`config.mk`:
```
export PLATFORM = sky130hd
export DESIGN_NAME = hls_sched_dp_flat
export DESIGN_NICKNAME = d
export VERILOG_FILES = /design/src/rtl/hls_sched_dp_pkg.sv /design/src/rtl/hls_sched_dp_if.sv /design/src/rtl/hls_sched_dp_narrow.sv /design/src/rtl/hls_sched_dp.sv /design/src/flat_wrapper.sv
export SDC_FILE = /design/constraint.sdc
export NUM_CORES = 1
export LEC_CHECK = 0
export CAP_MARGIN = 20
export CORE_MARGIN = 1.5
export CORE_UTILIZATION = 29
export CTS_CLUSTER_DIAMETER = 50
export CTS_CLUSTER_SIZE = 10
export DETAILED_ROUTE_END_ITERATION = 8
export PLACE_DENSITY = 0.45
export SLEW_MARGIN = 40
export SYNTH_ARGS = -nofsm -noshare
export SYNTH_HDL_FRONTEND = slang
export SYNTH_SLANG_ARGS = --single-unit
```
`constraint.sdc`:
```
create_clock -name clk -period 8.5 [get_ports clk]
set_clock_uncertainty 0.15 [all_clocks]
set_input_delay 2.125 -clock clk [delete_from_list [all_inputs] [get_ports clk]]
set_output_delay 2.125 -clock clk [all_outputs]
set_load 0.1 [all_outputs]
```
`src/rtl/hls_sched_dp_pkg.sv`:
```
// Shared types, state encoding and narrowing helper for the scheduled
// (a+b)*c - a*b datapath.
package hls_sched_pkg;

  // Binary state encoding, exposed so checkers can decode the debug port.
  localparam logic [2:0] ST_IDLE = 3'd0;
  localparam logic [2:0] ST_S1   = 3'd1;
  localparam logic [2:0] ST_S2   = 3'd2;
  localparam logic [2:0] ST_S3   = 3'd3;
  localparam logic [2:0] ST_S4   = 3'd4;
  localparam logic [2:0] ST_FIN  = 3'd5;

  typedef enum logic [2:0] {
    IDLE = ST_IDLE,
    S1   = ST_S1,
    S2   = ST_S2,
    S3   = ST_S3,
    S4   = ST_S4,
    FIN  = ST_FIN
  } sched_state_t;

  // Clamp a sign-extended value into the signed range of a dw-bit word.
  // Works on a 64-bit container, so callers must keep 2*dw <= 64.
  function automatic logic signed [63:0] sat_narrow(
    input logic signed [63:0] value,
    input int                 dw
  );
    logic signed [63:0] hi;
    logic signed [63:0] lo;
    hi = (64'sd1 <<< (dw - 1)) - 64'sd1;
    lo = -(64'sd1 <<< (dw - 1));
    if (value > hi) begin
      sat_narrow = hi;
    end else if (value < lo) begin
      sat_narrow = lo;
    end else begin
      sat_narrow = value;
    end
  endfunction

endpackage

```
`src/rtl/hls_sched_dp_if.sv`:
```
// Request/result bundle between the control sequencer (master) and the
// scheduled datapath (slave).
//
// Handshake: the master raises start with a/b/c valid; the slave accepts
// only while busy is low (start while busy is dropped, not queued). Operands
// are don't-care outside the accept cycle. done is a one-cycle pulse marking
// the cycle in which x/z carry the new result; x/z then hold until the next
// done.
interface hls_sched_dp_if #(
  parameter int DW = 8
);
  logic                   start;
  logic signed [DW-1:0]   a;
  logic signed [DW-1:0]   b;
  logic signed [DW-1:0]   c;
  logic                   busy;
  logic                   done;
  logic signed [DW-1:0]   z;
  logic signed [2*DW-1:0] x;

  modport master (
    output start, a, b, c,
    input  busy, done, z, x
  );

  modport slave (
    input  start, a, b, c,
    output busy, done, z, x
  );
endinterface

```
`src/rtl/hls_sched_dp_narrow.sv`:
```
// Combinational 2*DW -> DW narrowing: saturating clamp or plain truncation.
module hls_narrow
  import hls_sched_pkg::*;
#(
  parameter int DW  = 8,
  parameter bit SAT = 1'b1
) (
  input  logic signed [2*DW-1:0] din,
  output logic signed [DW-1:0]   dout
);

  logic signed [63:0] din_ext;

  // Sign-extend into the helper's fixed container.
  always_comb begin
    din_ext = 64'(din);
  end

  // Select clamp or wrap; the clamp result always fits in DW bits.
  always_comb begin
    if (SAT) begin
      dout = DW'(sat_narrow(din_ext, DW));
    end else begin
      dout = din[DW-1:0];
    end
  end

endmodule

```
`src/rtl/hls_sched_dp.sv`:
```
// Resource-constrained FSMD computing x = (a+b)*c - a*b and a narrowed z,
// using one shared multiplier and one shared adder/subtractor over 4 states.
module hls_sched_dp
  import hls_sched_pkg::*;
#(
  parameter int DW  = 8,
  parameter bit SAT = 1'b1
) (
  input  logic                 clk,
  input  logic                 rst,
  hls_sched_dp_if.slave        bus,
  output logic [2:0]           state_dbg
);

  localparam int XW = 2 * DW;

  sched_state_t state, state_nxt;

  // Control strobes decoded from the current state.
  logic ld_ops, ld_e, ld_f, ld_g, ld_xw, ld_out;
  logic mul_sel;   // 0: e*rc, 1: ra*rb
  logic op_sub;    // 0: ra+rb, 1: f-g

  // Operand and intermediate registers.
  logic signed [DW-1:0] ra, rb, rc, e;
  logic signed [XW-1:0] f, g, xw;

  // Output registers.
  logic signed [XW-1:0] x_q;
  logic signed [DW-1:0] z_q;
  logic                 done_q, busy_q;

  // Shared operator inputs/results.
  logic signed [DW-1:0] mul_a, mul_b;
  logic signed [XW-1:0] mul_ax, mul_bx, prod;
  logic signed [XW-1:0] add_a, add_b, addsub;
  logic signed [DW-1:0] z_nxt;

  // State register; reset aborts any operation in flight.
  always_ff @(posedge clk) begin
    if (rst) begin
      state <= IDLE;
    end else begin
      state <= state_nxt;
    end
  end

  // Next-state: fixed schedule once a request is accepted in IDLE.
  always_comb begin
    state_nxt = state;
    case (state)
      IDLE:    state_nxt = bus.start ? S1 : IDLE;
      S1:      state_nxt = S2;
      S2:      state_nxt = S3;
      S3:      state_nxt = S4;
      S4:      state_nxt = FIN;
      FIN:     state_nxt = IDLE;
      default: state_nxt = IDLE;
    endcase
  end

  // Output decode: which register loads and how the shared units are steered.
  always_comb begin
    ld_ops  = 1'b0;
    ld_e    = 1'b0;
    ld_f    = 1'b0;
    ld_g    = 1'b0;
    ld_xw   = 1'b0;
    ld_out  = 1'b0;
    mul_sel = 1'b0;
    op_sub  = 1'b0;
    case (state)
      IDLE: ld_ops = bus.start;
      S1:   ld_e   = 1'b1;
      S2:   ld_f   = 1'b1;
      S3: begin
        ld_g    = 1'b1;
        mul_sel = 1'b1;
      end
      S4: begin
        ld_xw  = 1'b1;
        op_sub = 1'b1;
      end
      FIN:  ld_out = 1'b1;
      default: ;
    endcase
  end

  // Single shared multiplier: operands sign-extended so the low XW bits of
  // the product equal the full signed DW x DW product.
  always_comb begin
    mul_a  = mul_sel ? ra : e;
    mul_b  = mul_sel ? rb : rc;
    mul_ax = {{DW{mul_a[DW-1]}}, mul_a};
    mul_bx = {{DW{mul_b[DW-1]}}, mul_b};
    prod   = mul_ax * mul_bx;
  end

  // Single shared adder/subtractor; e keeps only the low DW bits (wraps).
  always_comb begin
    add_a  = op_sub ? f : {{DW{ra[DW-1]}}, ra};
    add_b  = op_sub ? g : {{DW{rb[DW-1]}}, rb};
    addsub = op_sub ? (add_a - add_b) : (add_a + add_b);
  end

  hls_narrow #(
    .DW  (DW),
    .SAT (SAT)
  ) u_narrow (
    .din  (xw),
    .dout (z_nxt)
  );

  // Datapath and output registers, all cleared by reset.
  always_ff @(posedge clk) begin
    if (rst) begin
      ra     <= '0;
      rb     <= '0;
      rc     <= '0;
      e      <= '0;
      f      <= '0;
      g      <= '0;
      xw     <= '0;
      x_q    <= '0;
      z_q    <= '0;
      done_q <= 1'b0;
      busy_q <= 1'b0;
    end else begin
      if (ld_ops) begin
        ra <= bus.a;
        rb <= bus.b;
        rc <= bus.c;
      end
      if (ld_e)  e  <= addsub[DW-1:0];
      if (ld_f)  f  <= prod;
      if (ld_g)  g  <= prod;
      if (ld_xw) xw <= addsub;
      if (ld_out) begin
        x_q <= xw;
        z_q <= z_nxt;
      end
      done_q <= ld_out;
      busy_q <= (state_nxt != IDLE);
    end
  end

  assign bus.x     = x_q;
  assign bus.z     = z_q;
  assign bus.done  = done_q;
  assign bus.busy  = busy_q;
  assign state_dbg = state;

endmodule

```
`src/flat_wrapper.sv`:
```
// flat-port wrapper written by rule: the top's interface ports become plain ports
module hls_sched_dp_flat import hls_sched_pkg::*;
#(
  parameter int DW  = 8,
  parameter bit SAT = 1'b1
)
  (clk, rst, state_dbg, bus_start, bus_a, bus_b, bus_c, bus_busy, bus_done, bus_z, bus_x);
  hls_sched_dp_if #(.DW(DW)) bus_i ();
  input  logic clk;
  input  logic rst;
  output logic [2:0] state_dbg;
  input wire logic [$bits(bus_i.start)-1:0] bus_start;
  input wire logic [$bits(bus_i.a)-1:0] bus_a;
  input wire logic [$bits(bus_i.b)-1:0] bus_b;
  input wire logic [$bits(bus_i.c)-1:0] bus_c;
  output wire logic [$bits(bus_i.busy)-1:0] bus_busy;
  output wire logic [$bits(bus_i.done)-1:0] bus_done;
  output wire logic [$bits(bus_i.z)-1:0] bus_z;
  output wire logic [$bits(bus_i.x)-1:0] bus_x;
  assign bus_i.start = bus_start;
  assign bus_i.a = bus_a;
  assign bus_i.b = bus_b;
  assign bus_i.c = bus_c;
  assign bus_busy = bus_i.busy;
  assign bus_done = bus_i.done;
  assign bus_z = bus_i.z;
  assign bus_x = bus_i.x;
  hls_sched_dp #(.DW(DW), .SAT(SAT)) u_core (.clk(clk), .rst(rst), .bus(bus_i), .state_dbg(state_dbg));
endmodule
```
==> flow_summary.json <==
{
  "peakVddDrop_mv": 0.0920,
  "dr.pass1.iters": 5,
  "p_total_mw": 1.58,
  "synth_top_cell_by_area": "dfxtp_1",
  "power_leakage_nw": 3.75,
  "syn_nets": 1085,
  "arrival_ns": 6.42,
  "crit_fanout": 38,
  "grt_pass1_wl_microns": 34100,
  "netlist_top_cells_count": "nand2_1, dfxtp_1, a21oi_1",
  "synth-seq-cells": 109,
  "cts_resized": 0,
  "synth-async-reset-ratio": 0,
  "wl_per_cell_microns": 15.6,
  "place_ws_ns": 2.20,
  "hold_class": "flip-flop to flip-flop",
  "ys_seq_area_frac": 0.282,
  "synth_edf_count": 0,
  "clk_latency_ns": 0.37,
  "avgViaCountPerCell": 4.82,
  "cts-htree-levels": 3,
  "die_w_microns": 166,
  "utilization": 0.335,
  "max-slew-margin-rel": 0.449,
  "netlist_instances": 957,
  "core_area_sq_um": 26100,
  "avgSynthCellArea_sq_um": 8.08,
  "syn_area_sq_um": 7730,
  "min_period_over_period": 0.742,
  "tritoncts": "built",
  "numPortBuffers": 55,
  "vias": 6387,
  "die_y_microns": 166,
  "finalHoldViolCount": 0,
  "ios": 56,
  "worst_slack_ns": 2.19,
  "synthFlopType": "dfxtp_1",
  "clk_path_buf_depth": 2,
  "drive_gt1_frac": 0.0827,
  "finalInstanceArea_sq_um": 8760,
  "worst_slew_pin_slew_ns": 0.803,
  "maxCapViolCount": 0,
  "drc": 0,
  "dieArea_sq_um": 27700,
  "period_minus_slack_ns": 6.31,
  "end_kind": "flip-flop",
  "path_class": "flip-flop to flip-flop",
  "grt_antenna_before_repair": 1,
  "setup_viol": 0,
  "synth_top_area_share": 0.282,
  "gp_congestion": 0.793,
  "netlist_top_cells_area": "dfxtp_1, fa_1, nand2_1",
  "status": "finished clean",
  "postCtsSetupBuffers": 0,
  "grt_use_total": 0.154,
  "final_max_slew_viol_count": 0,
  "cts.reportedPaths.clkPinSlew_ns": 0.08,
  "grt_max_degree": 59,
  "fin_setup_tns_ns": 0,
  "cts-root-buf": "clkbuf_16",
  "p_per_area_nw_per_um2": 180,
  "rows": 59,
  "nets": 1114,
  "gr-total-overflow": 0,
  "syn_to_final_growth_pct": 13.3,
  "cp_data_required_time_ns": 8.60,
  "ys.warnings.count": 0,
  "numCtsBuffers": 9,
  "dp_hpwl_microns": 16000,
  "fmax_mhz": 158,
  "dpl.cell_count": 1310,
  "insertedDiodeCount": 0,
  "grt_pass1_vias": 6273,
  "holdBufCountCts": 0,
  "startpoint_type": "flip-flop",
  "rsz0062_at_grt": "false",
  "drtIter0Drc": 358,
  "start_util": 0.296,
  "hold-worst-slack_ns": 0.302,
  "wirelength_microns": 20700,
  "place_area_sq_um": 8460,
  "drt.antenna.violating_nets": 0,
  "synth.most_common_cell": "nand2_1",
  "synth_cell_types": 59,
  "cts_sinks": 109,
  "final_cells": 1326
}
power by group:
| part | internal (mW) | switching (mW) | total, mW |
|---|---|---|---|
| sequential | 0.539 | 0.0310 | 0.570 |
| clock | 0.206 | 0.214 | 0.420 |
| combinational | 0.216 | 0.370 | 0.587 |
sequential cells by signal, indices dropped and copies added, names as in the netlist:
register,cells
u_core.ra,8
u_core.bus.busy,1
u_core.rb,8
u_core.bus.x,16
u_core.bus.z,8
u_core.f,16
u_core.bus.done,1
u_core.g,16
u_core.xw,16
u_core.state_dbg,3
u_core.e,8
u_core.rc,8
routing by layer:
metal	GRT usage	share of wire
met5	0	0
met4	0.0257	0.0070
met3	0.0265	0.026
met2	0.236	0.43
met1	0.229	0.53
cell families after synthesis:
group	Yosys count	synth area share
xor gates and xnor gates	25	0.0283
AOI/OAI and AO/OA	213	0.167
and+or+nand+nor	348	0.205
DFF	109	0.282
adders and majority gates	101	0.218
buffers and inverters	137	0.0692
muxes	24	0.0311
critical path: stages (launching register included):
cell and delay, ns:
dfxtp_1 0.58, nand3b_1 0.16, buf_4 0.47, mux2i_1 0.74, nor2b_1 0.27, fa_1 0.47
fa_1 0.52, fa_1 0.54, inv_1 0.05, fa_1 0.52, inv_1 0.04, ha_1 0.39
a2111oi_0 0.39, o21ai_1 0.19, nand4b_1 0.20, a2111oi_0 0.12, a311o_1 0.34
cell usage in the layout (no fill, tap or decap), types with 5 or more instances in the layout:
cell type,n
nor2b_1,11
xor2_1,10
o31ai_1,7
buf_2,29
ha_1,45
nand2_1,179
o21a_1,6
and3_1,7
a211oi_1,13
fa_1,56
a31oi_1,5
nand3_1,17
o21ai_0,27
dfxtp_1,109
a21o_1,14
buf_4,10
nor3_1,10
a21oi_1,108
inv_1,89
nor4_1,6
nand4_1,6
or2_2,12
mux2i_1,20
clkdlybuf4s50_1,25
nor2_1,72
clkbuf_16,9
xnor2_1,15
path summary, 6_finish.rpt:
| kind | start | endpoint | slack, ns | depth (start not counted) |
|---|---|---|---|---|
| max | u_core.state_dbg[2] | u_core.f[15] | 2.19 | 16 |
| min | u_core.bus.z[1] | u_core.bus.z[1] | 0.30 | 2 |
| min reg2reg | u_core.bus.z[1] | u_core.bus.z[1] | 0.30 | 2 |
| max reg2reg | u_core.state_dbg[2] | u_core.f[15] | 2.19 | 16 |
final cells by class:
cell class | instances | area (sq um)
fillers | 2822 | 17400
multi-input cells | 711 | 5050
flip-flops and latches | 109 | 2180
repair buffers | 65 | 482
well taps | 335 | 419
inverters | 90 | 339
clock buffers | 9 | 225
clock inverters | 7 | 63.8
Power figures use the tool's default switching activity.
